**config.mk**
```make
export PLATFORM = sky130hd
export DESIGN_NAME = periph_div_initiator
export DESIGN_NICKNAME = d
export VERILOG_FILES = /design/src/rtl/periph_div_initiator.sv
export SDC_FILE = /design/constraint.sdc
export NUM_CORES = 1
export LEC_CHECK = 0
export BUFFER_PORTS_ARGS = -buffer_cell sky130_fd_sc_hd__buf_2
export CAP_MARGIN = 10
export CORE_MARGIN = 4
export CORE_UTILIZATION = 50
export CTS_CLUSTER_SIZE = 28
export DETAILED_ROUTE_END_ITERATION = 7
export GPL_TIMING_DRIVEN = 1
export PLACE_DENSITY = 0.85
export SYNTH_ARGS = -nofsm -noshare
export SYNTH_HDL_FRONTEND = slang
export SYNTH_SLANG_ARGS = --single-unit
export TNS_END_PERCENT = 100
```
**constraint.sdc**
```tcl
create_clock -name clk -period 2.2 [get_ports clk]
set_input_delay 0.11 -clock clk [delete_from_list [all_inputs] [get_ports clk]]
set_output_delay 0.11 -clock clk [all_outputs]
set_load 0.005 [all_outputs]
```
**src/rtl/periph_div_initiator.sv**
```systemverilog
// Bus initiator that drives a memory-mapped divider peripheral through one division.
//
// Sequence per accepted start: write dividend (addr 0), write divisor (addr 1),
// write init=1 then init=0 (addr 2), wait SETTLE_CYC idle cycles, poll ready (addr 3)
// until set or TIMEOUT_POLLS polls fail, read result (addr 4), pulse done.
//
// Ports:
//   clk, rst             clock, asynchronous active-low reset
//   start                request a division (sampled only in idle)
//   dividend, divisor    operands, captured on start accept
//   busy, done, err      status; err/quotient valid with done, held until next start
//   quotient             result word
//   cs, addr, rd, wr     registered single-cycle peripheral access strobes
//   bus_wdata            write data, zero outside write cycles
//   bus_rdata            registered peripheral read data (valid the cycle after rd)
module periph_div_initiator #(
    parameter int unsigned TIMEOUT_POLLS = 1024,
    parameter int unsigned SETTLE_CYC    = 2
) (
    input  logic        clk,
    input  logic        rst,
    input  logic        start,
    input  logic [31:0] dividend,
    input  logic [31:0] divisor,
    output logic        busy,
    output logic        done,
    output logic        err,
    output logic [31:0] quotient,
    output logic        cs,
    output logic [2:0]  addr,
    output logic        rd,
    output logic        wr,
    output logic [31:0] bus_wdata,
    input  logic [31:0] bus_rdata
);

    localparam int unsigned PollW    = $clog2(TIMEOUT_POLLS + 1);
    localparam int unsigned SettleW  = (SETTLE_CYC > 1) ? $clog2(SETTLE_CYC) : 1;
    localparam logic [PollW-1:0]   PollMax    = PollW'(TIMEOUT_POLLS);
    localparam logic [SettleW-1:0] SettleLast = SettleW'(SETTLE_CYC - 1);

    localparam logic [2:0] AddrA     = 3'd0;
    localparam logic [2:0] AddrB     = 3'd1;
    localparam logic [2:0] AddrInit  = 3'd2;
    localparam logic [2:0] AddrReady = 3'd3;
    localparam logic [2:0] AddrRes   = 3'd4;

    typedef enum logic [3:0] {
        StIdle, StWrA, StWrB, StWrInit, StWrClr, StSettle,
        StRdRdy, StSmpRdy, StRdRes, StSmpRes, StFin
    } state_e;

    state_e             state_q, state_d;
    logic [31:0]        divisor_q, divisor_d;
    logic [PollW-1:0]   poll_q, poll_d;
    logic [SettleW-1:0] settle_q, settle_d;
    logic               busy_q, busy_d;
    logic               done_q, done_d;
    logic               err_q, err_d;
    logic [31:0]        quot_q, quot_d;
    logic               cs_q, cs_d;
    logic               rd_q, rd_d;
    logic               wr_q, wr_d;
    logic [2:0]         addr_q, addr_d;
    logic [31:0]        wdata_q, wdata_d;

    // Bus registers are loaded with the access belonging to the state being entered,
    // so each strobe is visible for exactly the cycle spent in that state.
    always_comb begin
        state_d   = state_q;
        divisor_d = divisor_q;
        poll_d    = poll_q;
        settle_d  = settle_q;
        busy_d    = busy_q;
        done_d    = 1'b0;
        err_d     = err_q;
        quot_d    = quot_q;
        cs_d      = 1'b0;
        rd_d      = 1'b0;
        wr_d      = 1'b0;
        addr_d    = 3'd0;
        wdata_d   = 32'd0;

        unique case (state_q)
            StIdle: begin
                if (start) begin
                    state_d   = StWrA;
                    divisor_d = divisor;
                    poll_d    = '0;
                    busy_d    = 1'b1;
                    err_d     = 1'b0;
                    quot_d    = 32'd0;
                    cs_d      = 1'b1;
                    wr_d      = 1'b1;
                    addr_d    = AddrA;
                    wdata_d   = dividend;
                end
            end
            StWrA: begin
                state_d = StWrB;
                cs_d    = 1'b1;
                wr_d    = 1'b1;
                addr_d  = AddrB;
                wdata_d = divisor_q;
            end
            StWrB: begin
                state_d = StWrInit;
                cs_d    = 1'b1;
                wr_d    = 1'b1;
                addr_d  = AddrInit;
                wdata_d = 32'd1;
            end
            StWrInit: begin
                // Second write drops init, leaving a one-cycle-wide init level.
                state_d = StWrClr;
                cs_d    = 1'b1;
                wr_d    = 1'b1;
                addr_d  = AddrInit;
                wdata_d = 32'd0;
            end
            StWrClr: begin
                settle_d = '0;
                if (SETTLE_CYC == 0) begin
                    state_d = StRdRdy;
                    cs_d    = 1'b1;
                    rd_d    = 1'b1;
                    addr_d  = AddrReady;
                end else begin
                    state_d = StSettle;
                end
            end
            StSettle: begin
                if (settle_q == SettleLast) begin
                    state_d = StRdRdy;
                    cs_d    = 1'b1;
                    rd_d    = 1'b1;
                    addr_d  = AddrReady;
                end else begin
                    settle_d = settle_q + 1'b1;
                end
            end
            StRdRdy: begin
                state_d = StSmpRdy;
            end
            StSmpRdy: begin
                if (bus_rdata[0]) begin
                    state_d = StRdRes;
                    cs_d    = 1'b1;
                    rd_d    = 1'b1;
                    addr_d  = AddrRes;
                end else begin
                    poll_d = poll_q + 1'b1;
                    if (poll_d == PollMax) begin
                        state_d = StFin;
                        done_d  = 1'b1;
                        busy_d  = 1'b0;
                        err_d   = 1'b1;
                        quot_d  = 32'd0;
                    end else begin
                        state_d = StRdRdy;
                        cs_d    = 1'b1;
                        rd_d    = 1'b1;
                        addr_d  = AddrReady;
                    end
                end
            end
            StRdRes: begin
                state_d = StSmpRes;
            end
            StSmpRes: begin
                state_d = StFin;
                quot_d  = bus_rdata;
                err_d   = 1'b0;
                done_d  = 1'b1;
                busy_d  = 1'b0;
            end
            StFin: begin
                state_d = StIdle;
            end
            default: begin
                state_d = StIdle;
                busy_d  = 1'b0;
            end
        endcase
    end

    always_ff @(posedge clk or negedge rst) begin
        if (!rst) begin
            state_q   <= StIdle;
            divisor_q <= 32'd0;
            poll_q    <= '0;
            settle_q  <= '0;
            busy_q    <= 1'b0;
            done_q    <= 1'b0;
            err_q     <= 1'b0;
            quot_q    <= 32'd0;
            cs_q      <= 1'b0;
            rd_q      <= 1'b0;
            wr_q      <= 1'b0;
            addr_q    <= 3'd0;
            wdata_q   <= 32'd0;
        end else begin
            state_q   <= state_d;
            divisor_q <= divisor_d;
            poll_q    <= poll_d;
            settle_q  <= settle_d;
            busy_q    <= busy_d;
            done_q    <= done_d;
            err_q     <= err_d;
            quot_q    <= quot_d;
            cs_q      <= cs_d;
            rd_q      <= rd_d;
            wr_q      <= wr_d;
            addr_q    <= addr_d;
            wdata_q   <= wdata_d;
        end
    end

    assign busy      = busy_q;
    assign done      = done_q;
    assign err       = err_q;
    assign quotient  = quot_q;
    assign cs        = cs_q;
    assign rd        = rd_q;
    assign wr        = wr_q;
    assign addr      = addr_q;
    assign bus_wdata = wdata_q;

endmodule
```
==> impl_metrics.toml, run 1 <==
[synthesis]
synth_top_area_share_pct = 60.8
syn_area_um2 = 4980
synth_cell_types = 48
synth-seq-cells = 121
synthXorXnorAreaFrac_pct = 0.528
synthFlopType = "dfrtp_1"
synth_edf_count = 0
synth-async-reset-ratio_pct = 100
synth_mux_area_share_pct = 7.51
syn_nets = 511
synth_warnings = 0
synth_cells = 411
synth_fa_ha_area_share_pct = 0.251
syn_avg_cell_area_um2 = 12.1
yosys.area.top_type = "dfrtp_1"
synth_compound_area_share_pct = 20.0
synth_area_leaders = "dfrtp_1, mux2_2, a22o_1"
synth_seq_area_share_pct = 60.8
synth_top_family_by_area = "compound AO/OA/AOI/OAI gates"
synth-simple-area-share_pct = 6.93

[setup_path]
worstSetupPathType = "flop to flop"
cp_cell_sequence = "ha_1 -> and2_2 -> o21ai_1 -> a211oi_2 -> nor4b_4 -> buf_6 -> clkbuf_16 -> a21oi_1"
cpPeakStageDelay_ns = 0.43
end_kind = "flop"
cpMaxStageDelayCell = "dfrtp_1"
required_ns = 2.58
cpLargestDelayFamily = "simple AND/OR/NAND/NOR gates"
critPathArrivalTime_ns = 2.50
critPathMaxFanout = 8
start_kind = "flop"
crit_buf_inv = 2

[clocking]
cts-root-buf = "clkbuf_8"
cts_buffers = 17
clock_latency_ns = 0.51
clkSinkCount = 121
clk_path_buf_depth = 2
htreeDepth = 4
cts_tree = "done"
path_clk_slew_ns = 0.06

[timing]
relSlewSlack_pct = 55.5
final_hold_viol_count = 0
slew_viol_final = 0
fin_crit_sh_pct = 96.3
max_freq_mhz = 472
setup_tns_ns = 0
worstMarginPinSlew_ns = 0.665
min_period_ns = 2.12
rsz0062_at_grt = "false"
skew_ns = 0.0120
setup_violations = 0

[run_status]
status = "complete, no violations"

[pwr]
peakVddDrop_mv = 0.841
p_per_area_nw_per_um2 = 1140
totalPowerFinal_mw = 8.75
p_leak_nw = 3.78

[die]
chipHeight_um = 108
die_w_um = 108
fp.coreArea_um2 = 9730
dieArea_um2 = 11600
start_util_pct = 51.2
io_pins = 172
core.rowCount = 36

[finish]
fillCellCount = 589
fin_util_pct = 78.8
drive_gt1_share_pct = 38.2
syn_to_final_growth_pct = 53.9
mostFrequentLayoutCell = "buf_2"
layout_common_cells = "buf_2, dfrtp_1, dlygate4sd3_1, a21oi_1, a22o_1"
fin_nets = 783

[global_route]
antenna_found_initial = 2
grt_start_max_net_pins = 51
grt_pass1_wl_mm = 24.3
grt_pass1_vias = 4808
gr-total-overflow = 0
track_usage_pct = 27.6

[routing]
drc = 0
vias_per_cell = 5.52
route.vias.total = 4591
ant_nets = 0
first_pass_iters = 6
wl_per_cell_um = 19.3
drt_iter0_markers = 477
wirelength_mm = 16.0

[placed_design]
gp_congestion = 0.912
io_buffers = 171
hpwl_mm = 8.62

[min_path]
hold_class = "input port to flop"

[flow_run]
max-cap-violations = 0
-- final timing paths --
kind                                from       endpoint  slack, ns  cells after the start
setup / recovery               poll_q[0]    quotient[5]       0.08                      8
hold / removal               dividend[0]   bus_wdata[0]       0.07                      5
setup reg to reg               poll_q[0]    quotient[5]       0.08                      8
hold reg to reg            divisor_q[15]  bus_wdata[15]       0.49                      1
max in group asynchronous            rst    quotient[3]       1.42                      3
min in group asynchronous            rst        addr[0]       0.13                      2
-- metal layers --
metal	up-vias	share of wire, %	track usage, %
li1	2076	-	-
met2	228	53	48.8
met4	0	3.5	13.3
met1	2241	37	30.6
met3	46	6.5	7.38
met5	-	0	0
-- worst reg2reg max path: stages, from the launching register on --
cell and delay [ns]:
dfrtp_1 0.43, ha_1 0.27, and2_2 0.24, o21ai_1 0.16
a211oi_2 0.11, nor4b_4 0.34, buf_6 0.19, clkbuf_16 0.16
a21oi_1 0.08
-- synthesized netlist by cell type (2+ instances only) --
cell / instances
o32ai_1: 2
nor2b_1: 2
buf_2: 15
o41ai_1: 2
inv_1: 5
a211o_1: 2
a22o_1: 33
dfrtp_1: 121
nor3_1: 8
nand3_1: 5
o21ai_0: 21
nand2_1: 13
o31ai_1: 2
mux2_2: 32
a22oi_1: 32
nand4_1: 4
and3_1: 2
buf_4: 3
nor2_1: 16
o22ai_1: 2
and2_1: 2
clkbuf_1: 17
nor4_1: 2
nand2b_1: 2
xnor2_1: 2
a21oi_1: 42
-- logic make-up (layout without fill, tap and decap cells) --
kind of cell | Yosys count | after routing
xor+xnor | 3 | 3
simple gates | 64 | 64
flops | 121 | 121
fa+ha+maj | 1 | 1
other cells | 0 | 2
compound gates | 147 | 147
buf+inv | 42 | 327
mux | 33 | 33
-- layout make-up --
| cell class | count | area, µm² | share of cell area (%) |
|---|---|---|---|
| multi-input combinational | 248 | 1770 | 23.1 |
| sequential | 121 | 3030 | 39.5 |
| tap | 133 | 166 | 2.17 |
| inverter | 5 | 18.8 | 0.245 |
| antenna | 2 | 5.00 | 0.0653 |
| clock inverter | 10 | 140 | 1.83 |
| timing repair buffer | 290 | 2080 | 27.1 |
| clock buffer | 22 | 463 | 6.04 |
-- registers in the layout (all words and copies together), names as in the netlist, 3 cells and up --
name       count
poll_q        11
addr           3
divisor_q     32
bus_wdata     32
state_q        4
quotient      32
-- where the power goes --
part / internal, mW / switching, mW / total [mW]
Sequential: 2.99 / 0.441 / 3.43
Combinational: 1.27 / 1.24 / 2.50
Clock: 1.82 / 0.996 / 2.81
Total: 6.07 / 2.67 / 8.75
-- stage by stage --
stage | instance area (µm²) | hold slack (ns) | cells | worst slack, ns
floorplan | 4980 | -0.186 | 411 | 0.279
global placement | 6010 | 0.120 | 696 | 0.178
detailed placement | 6010 | 0.134 | 696 | 0.111
CTS | 7590 | 0.0490 | 825 | 0.0859
global route | 7670 | 0.140 | 831 | 0.00378
finish | 7670 | 0.0652 | 831 | 0.0824
-- timing repair --
item                                    in CTS  in global routing
gates resized for setup                      0                  3
hold buffers                                97                  0
hold endpoints to repair                   132                  0
setup buffers                                0                  1
endpoints found under the setup margin       0                  3
Note: power is estimated with default switching activity, not from simulation.
==> inputs of run 2 (changes only) <==
==> constraint.sdc (replaced) <==
create_clock -name clk -period 1.96 [get_ports clk]
set_input_delay 0.098 -clock clk [delete_from_list [all_inputs] [get_ports clk]]
set_output_delay 0.098 -clock clk [all_outputs]
set_load 0.005 [all_outputs]
==> impl_metrics.toml, run 2 (synthesis results as in run 1) <==
[setup_path]
crit_cells = 8
required_ns = 2.34
worstSetupPathType = "flop to flop"
cpPeakStageDelay_ns = 0.39
end_kind = "flop"
cp_cell_sequence = "ha_2 -> and2_2 -> o21ai_2 -> a211oi_4 -> nor4b_4 -> buf_6 -> buf_12 -> o22ai_1"
r2r_cells = 8
critPathArrivalTime_ns = 2.33
crit_buf_inv = 2
reg2reg_slack_ns = 0.01
start_kind = "flop"
critPathMaxFanout = 16
cpMaxStageDelayCell = "dfrtp_1"
cpLargestDelayFamily = "simple AND/OR/NAND/NOR gates"

[finish]
multi_input_area_um2 = 1820
drive_gt1_share_pct = 40.2
layout_common_cells = "buf_2, dfrtp_1, dlygate4sd3_1, a21oi_1, a22o_1"
fin_nets = 789
mostFrequentLayoutCell = "buf_2"
syn_to_final_growth_pct = 55.7
fillCellCount = 578
antenna_cells = 0
seqCellArea_um2 = 3030
final_cell_area_um2 = 7760
fin_util_pct = 79.7

[min_path]
whs_path_depth = 5
hold_class = "input port to flop"

[routing]
drc = 0
wl_per_cell_um = 19.3
vias_per_cell = 5.58
ant_nets = 0
first_pass_iters = 5
wirelength_mm = 16.1
route.vias.total = 4657
drt_iter0_markers = 299

[timing]
skew_ns = 0.00962
worstMarginPinSlew_ns = 0.522
rsz0062_at_grt = "true"
fin_crit_sh_pct = 99.3
setup_violations = 0
max_freq_mhz = 514
relSlewSlack_pct = 65.2
slew_viol_final = 0
min_period_ns = 1.95
final_hold_viol_count = 0
hold-worst-slack_ns = 0.0584

[die]
start_util_pct = 51.2
core.rowCount = 36
fp.coreArea_um2 = 9730
die_w_um = 108
dieArea_um2 = 11600
io_pins = 172
chipHeight_um = 108

[pwr]
p_leak_nw = 3.81
seqPwrFrac_pct = 39.2
switching_share_pct = 30.9
p_clk_share_pct = 31.0
p_per_area_nw_per_um2 = 1270
combPwrFrac_pct = 29.8
power.switching_mw = 3.04
power.internal_mw = 6.80
peakVddDrop_mv = 0.976

[placed_design]
io_buffers = 171
hpwl_mm = 8.76
dpl-instance-area_um2 = 6080
gp_congestion = 0.909

[clocking]
clkSinkCount = 121
clock_latency_ns = 0.51
cts_tree = "done"
htreeDepth = 4
cts-root-buf = "clkbuf_8"
path_clk_slew_ns = 0.06
clk_path_buf_depth = 2
cts_buffers = 17

[global_route]
grt_pass1_vias = 4864
gr-total-overflow = 0
track_usage_pct = 28.0
grt_pass1_wl_mm = 24.9
antenna_found_initial = 0
grt_start_max_net_pins = 49

[run_status]
status = "complete, no violations"

[flow_run]
max-cap-violations = 0
[run 2: changes by cell type in the layout (fill, tap and decap cells not counted), moves of 2 or more]
cell,change
o21ai_2,+2
diode_2,-2
buf_4,+4
dfrtp_2,+3
clkinv_4,+3
dfrtp_1,-3
clkinvlp_4,-2
buf_12,+2
[run 2: area by class of cell]
class | instances | share of cell area, %
flip-flops and latches | 121 | 39.1
repair buffers | 296 | 27.5
multi-input cells | 248 | 23.4
clock buffers | 22 | 6.10
well taps | 133 | 2.15
clock inverters | 10 | 1.52
inverters | 5 | 0.242
[run 2: layer usage]
metal / GRT usage [%] / wire length [µm]
met5: 0 / 0
met1: 32.1 / 5890
met4: 12.4 / 442
met3: 7.08 / 1090
met2: 49.2 / 8700
[run 2: repair_timing]
action | 4_1_cts | 5_1_grt
hold buffers | 97 | 0
resized for setup | 0 | 18
buffers inserted | 0 | 2
setup endpoints to repair | 0 | 48
endpoints found under the hold margin | 212 | 0
[run 2: worst paths after layout]
kind,startpoint,end
setup / recovery,poll_q[0],state_q[2]
max in group asynchronous,rst,poll_q[2]
hold reg to reg,divisor_q[5],bus_wdata[5]
hold / removal,dividend[0],bus_wdata[0]
setup reg to reg,poll_q[0],state_q[2]
min in group asynchronous,rst,poll_q[0]
[run 2: tightest hold or removal path, cell delays in order]
cell and delay, ns:
buf_2 0.10, a21oi_1 0.06, nor2_1 0.08, a21oi_1 0.04
nor3_1 0.13
[run 2: power by group through the flow]
stage	combinational, mW	sequential, mW	clock [mW]
final	2.93	3.86	3.05
after global routing	3.19	3.94	3.21
after global placement	2.54	3.77	0
after detailed placement	2.65	3.82	0
after CTS	2.83	3.80	3.09
after floorplan	1.54	3.76	0
[run 2: stage by stage]
stage               TNS (ns)  setup slack [ns]  instances  power, mW
finish                     0            0.0143        835       9.84
global route           -2.66           -0.0851        835       10.3
CTS                        0            0.0264        831       9.72
detailed placement         0            0.0355        702       6.47
global placement           0            0.0925        702       6.31
floorplan                  0            0.0390        411       5.30
==> inputs of run 3 (changes only) <==
--- a/config.mk
+++ b/config.mk
@@ -8,11 +8,12 @@
 export BUFFER_PORTS_ARGS = -buffer_cell sky130_fd_sc_hd__buf_2
 export CAP_MARGIN = 10
 export CORE_MARGIN = 4
-export CORE_UTILIZATION = 50
+export CORE_UTILIZATION = 25
+export CTS_CLUSTER_DIAMETER = 30
 export CTS_CLUSTER_SIZE = 28
 export DETAILED_ROUTE_END_ITERATION = 7
 export GPL_TIMING_DRIVEN = 1
-export PLACE_DENSITY = 0.85
+export PLACE_DENSITY = 0.51
 export SYNTH_ARGS = -nofsm -noshare
 export SYNTH_HDL_FRONTEND = slang
 export SYNTH_SLANG_ARGS = --single-unit
==> impl_metrics.toml, run 3 (synthesis results as in run 1) <==
[routing]
drt_iter0_markers = 177
vias_per_cell = 4.64
wirelength_mm = 15.4
drc = 0
wl_per_cell_um = 16.0
ant_nets = 0
first_pass_iters = 5
route.vias.total = 4483

[flow_run]
max-cap-violations = 0

[placed_design]
io_buffers = 171
dpl-instance-area_um2 = 6270
gp_congestion = 0.810
preCtsSetupSlack_ns = -0.0252
hpwl_mm = 9.88
dpl.cell_count = 835

[die]
dieArea_um2 = 22200
fp.coreArea_um2 = 19500
io_pins = 172
die_w_um = 149
chipHeight_um = 149
start_util_pct = 25.5
core.rowCount = 51

[timing]
min_period_ns = 1.98
max_freq_mhz = 504
slew_viol_final = 0
rsz0062_at_grt = "true"
layout_setup_ws_ns = -0.0237
setup_violations = 9
final_hold_viol_count = 0
fin_crit_sh_pct = 101
skew_ns = 0.00930
worstMarginPinSlew_ns = 0.705
hold-worst-slack_ns = 0.0222
relSlewSlack_pct = 52.8

[clocking]
clk_path_buf_depth = 2
path_clk_slew_ns = 0.06
clkSinkCount = 121
clock_latency_ns = 0.41
cts_tree = "done"
htreeDepth = 4
cts_buffers = 17
cts-root-buf = "clkbuf_16"

[min_path]
hold_class = "input port to flop"
hp-start = "bus_rdata[20]"

[finish]
syn_to_final_growth_pct = 60.3
fillCellCount = 1890
layout_common_cells = "buf_2, dfrtp_1, dlygate4sd3_1, a21oi_1, a22o_1"
mostFrequentLayoutCell = "buf_2"
fin_nets = 788
fin_util_pct = 40.9
finalNonFillerCells = 967
drive_gt1_share_pct = 41.1
final_cell_area_um2 = 7990

[setup_path]
required_ns = 2.24
crit_cells = 8
r2r-start = "poll_q[1]"
crit_buf_inv = 3
worstSetupPathType = "flop to flop"
r2r_cells = 8
cp_cell_sequence = "buf_6 -> and3_4 -> nand4_1 -> o211ai_1 -> nor4b_4 -> buf_6 -> clkbuf_16 -> a21oi_2"
crit_start = "poll_q[1]"
cpPeakStageDelay_ns = 0.41
cpMostUsedCell = "buf_6"
rr_endpoint = "quotient[29]"
reg2reg_slack_ns = -0.02
start_kind = "flop"
critPathMaxFanout = 7
setup.worst_path.end = "quotient[29]"
critPathArrivalTime_ns = 2.26
cpMaxStageDelayCell = "dfrtp_1"
end_kind = "flop"
cpLargestDelayFamily = "simple AND/OR/NAND/NOR gates"

[global_route]
grt_start_max_net_pins = 45
grt_pass1_wl_mm = 24.4
grt_pass1_vias = 4804
track_usage_pct = 13.9
antenna_found_initial = 2
gr-total-overflow = 0

[pwr]
peakVddDrop_mv = 0.628
p_per_area_nw_per_um2 = 1250
p_leak_nw = 3.82

[run_status]
violations = "setup timing"
status = "finished, violations left"
-- run 3: worst register-to-register path, cell delays in order (launching register included) --
cell,delay [ns]
dfrtp_1,0.41
buf_6,0.13
and3_4,0.22
nand4_1,0.10
o211ai_1,0.28
nor4b_4,0.29
buf_6,0.19
clkbuf_16,0.18
a21oi_2,0.06
-- run 3: worst min path at each step --
stage / cells after the start / end
2_1_floorplan: 0 / addr[0]
3_3_place_gp: 1 / divisor_q[31]
3_5_place_dp: 1 / bus_wdata[31]
4_1_cts: 3 / quotient[20]
5_1_grt: 3 / quotient[30]
6_report: 3 / quotient[20]
-- run 3: power breakdown --
group          internal [mW]  switching (mW)
clock network           2.07            1.13
logic                   1.55            1.41
registers               3.35           0.431
-- run 3: metrics by stage --
step | TNS (ns) | power (mW)
5_1_grt | -2.92 | 10.6
3_5_place_dp | -0.233 | 6.56
4_1_cts | -0.00488 | 10.1
2_1_floorplan | 0 | 5.30
3_3_place_gp | 0 | 6.47
6_report | -0.129 | 9.96
-- run 3: routing by layer --
layer,up-vias,global-route usage (%),wire length [µm]
met4,2,5.13,274
met5,-,0,7
li1,2077,-,-
met2,162,23.4,7810
met3,23,5.20,1110
met1,2219,16.3,6230
-- run 3: final cells by class --
class                           instances  area (µm²)  share of cell area, %
Timing Repair Buffer                  295        2140                   26.8
Clock buffer                           22         464                   5.81
Inverter                                5        18.8                  0.235
Clock inverter                         10         143                   1.79
Tap cell                              265         332                   4.15
Sequential cell                       121        3030                   37.9
Antenna cell                            1        2.50                 0.0313
Multi-Input combinational cell        248        1850                   23.2
-- run 3: timing repair --
action                                  CTS  global route
pin swaps                                 3             7
resized for setup                        11            15
cloned                                    1             1
hold buffers                             92             0
buffers inserted                          5             1
endpoints found under the hold margin   133             0
endpoints found under the setup margin   30            40
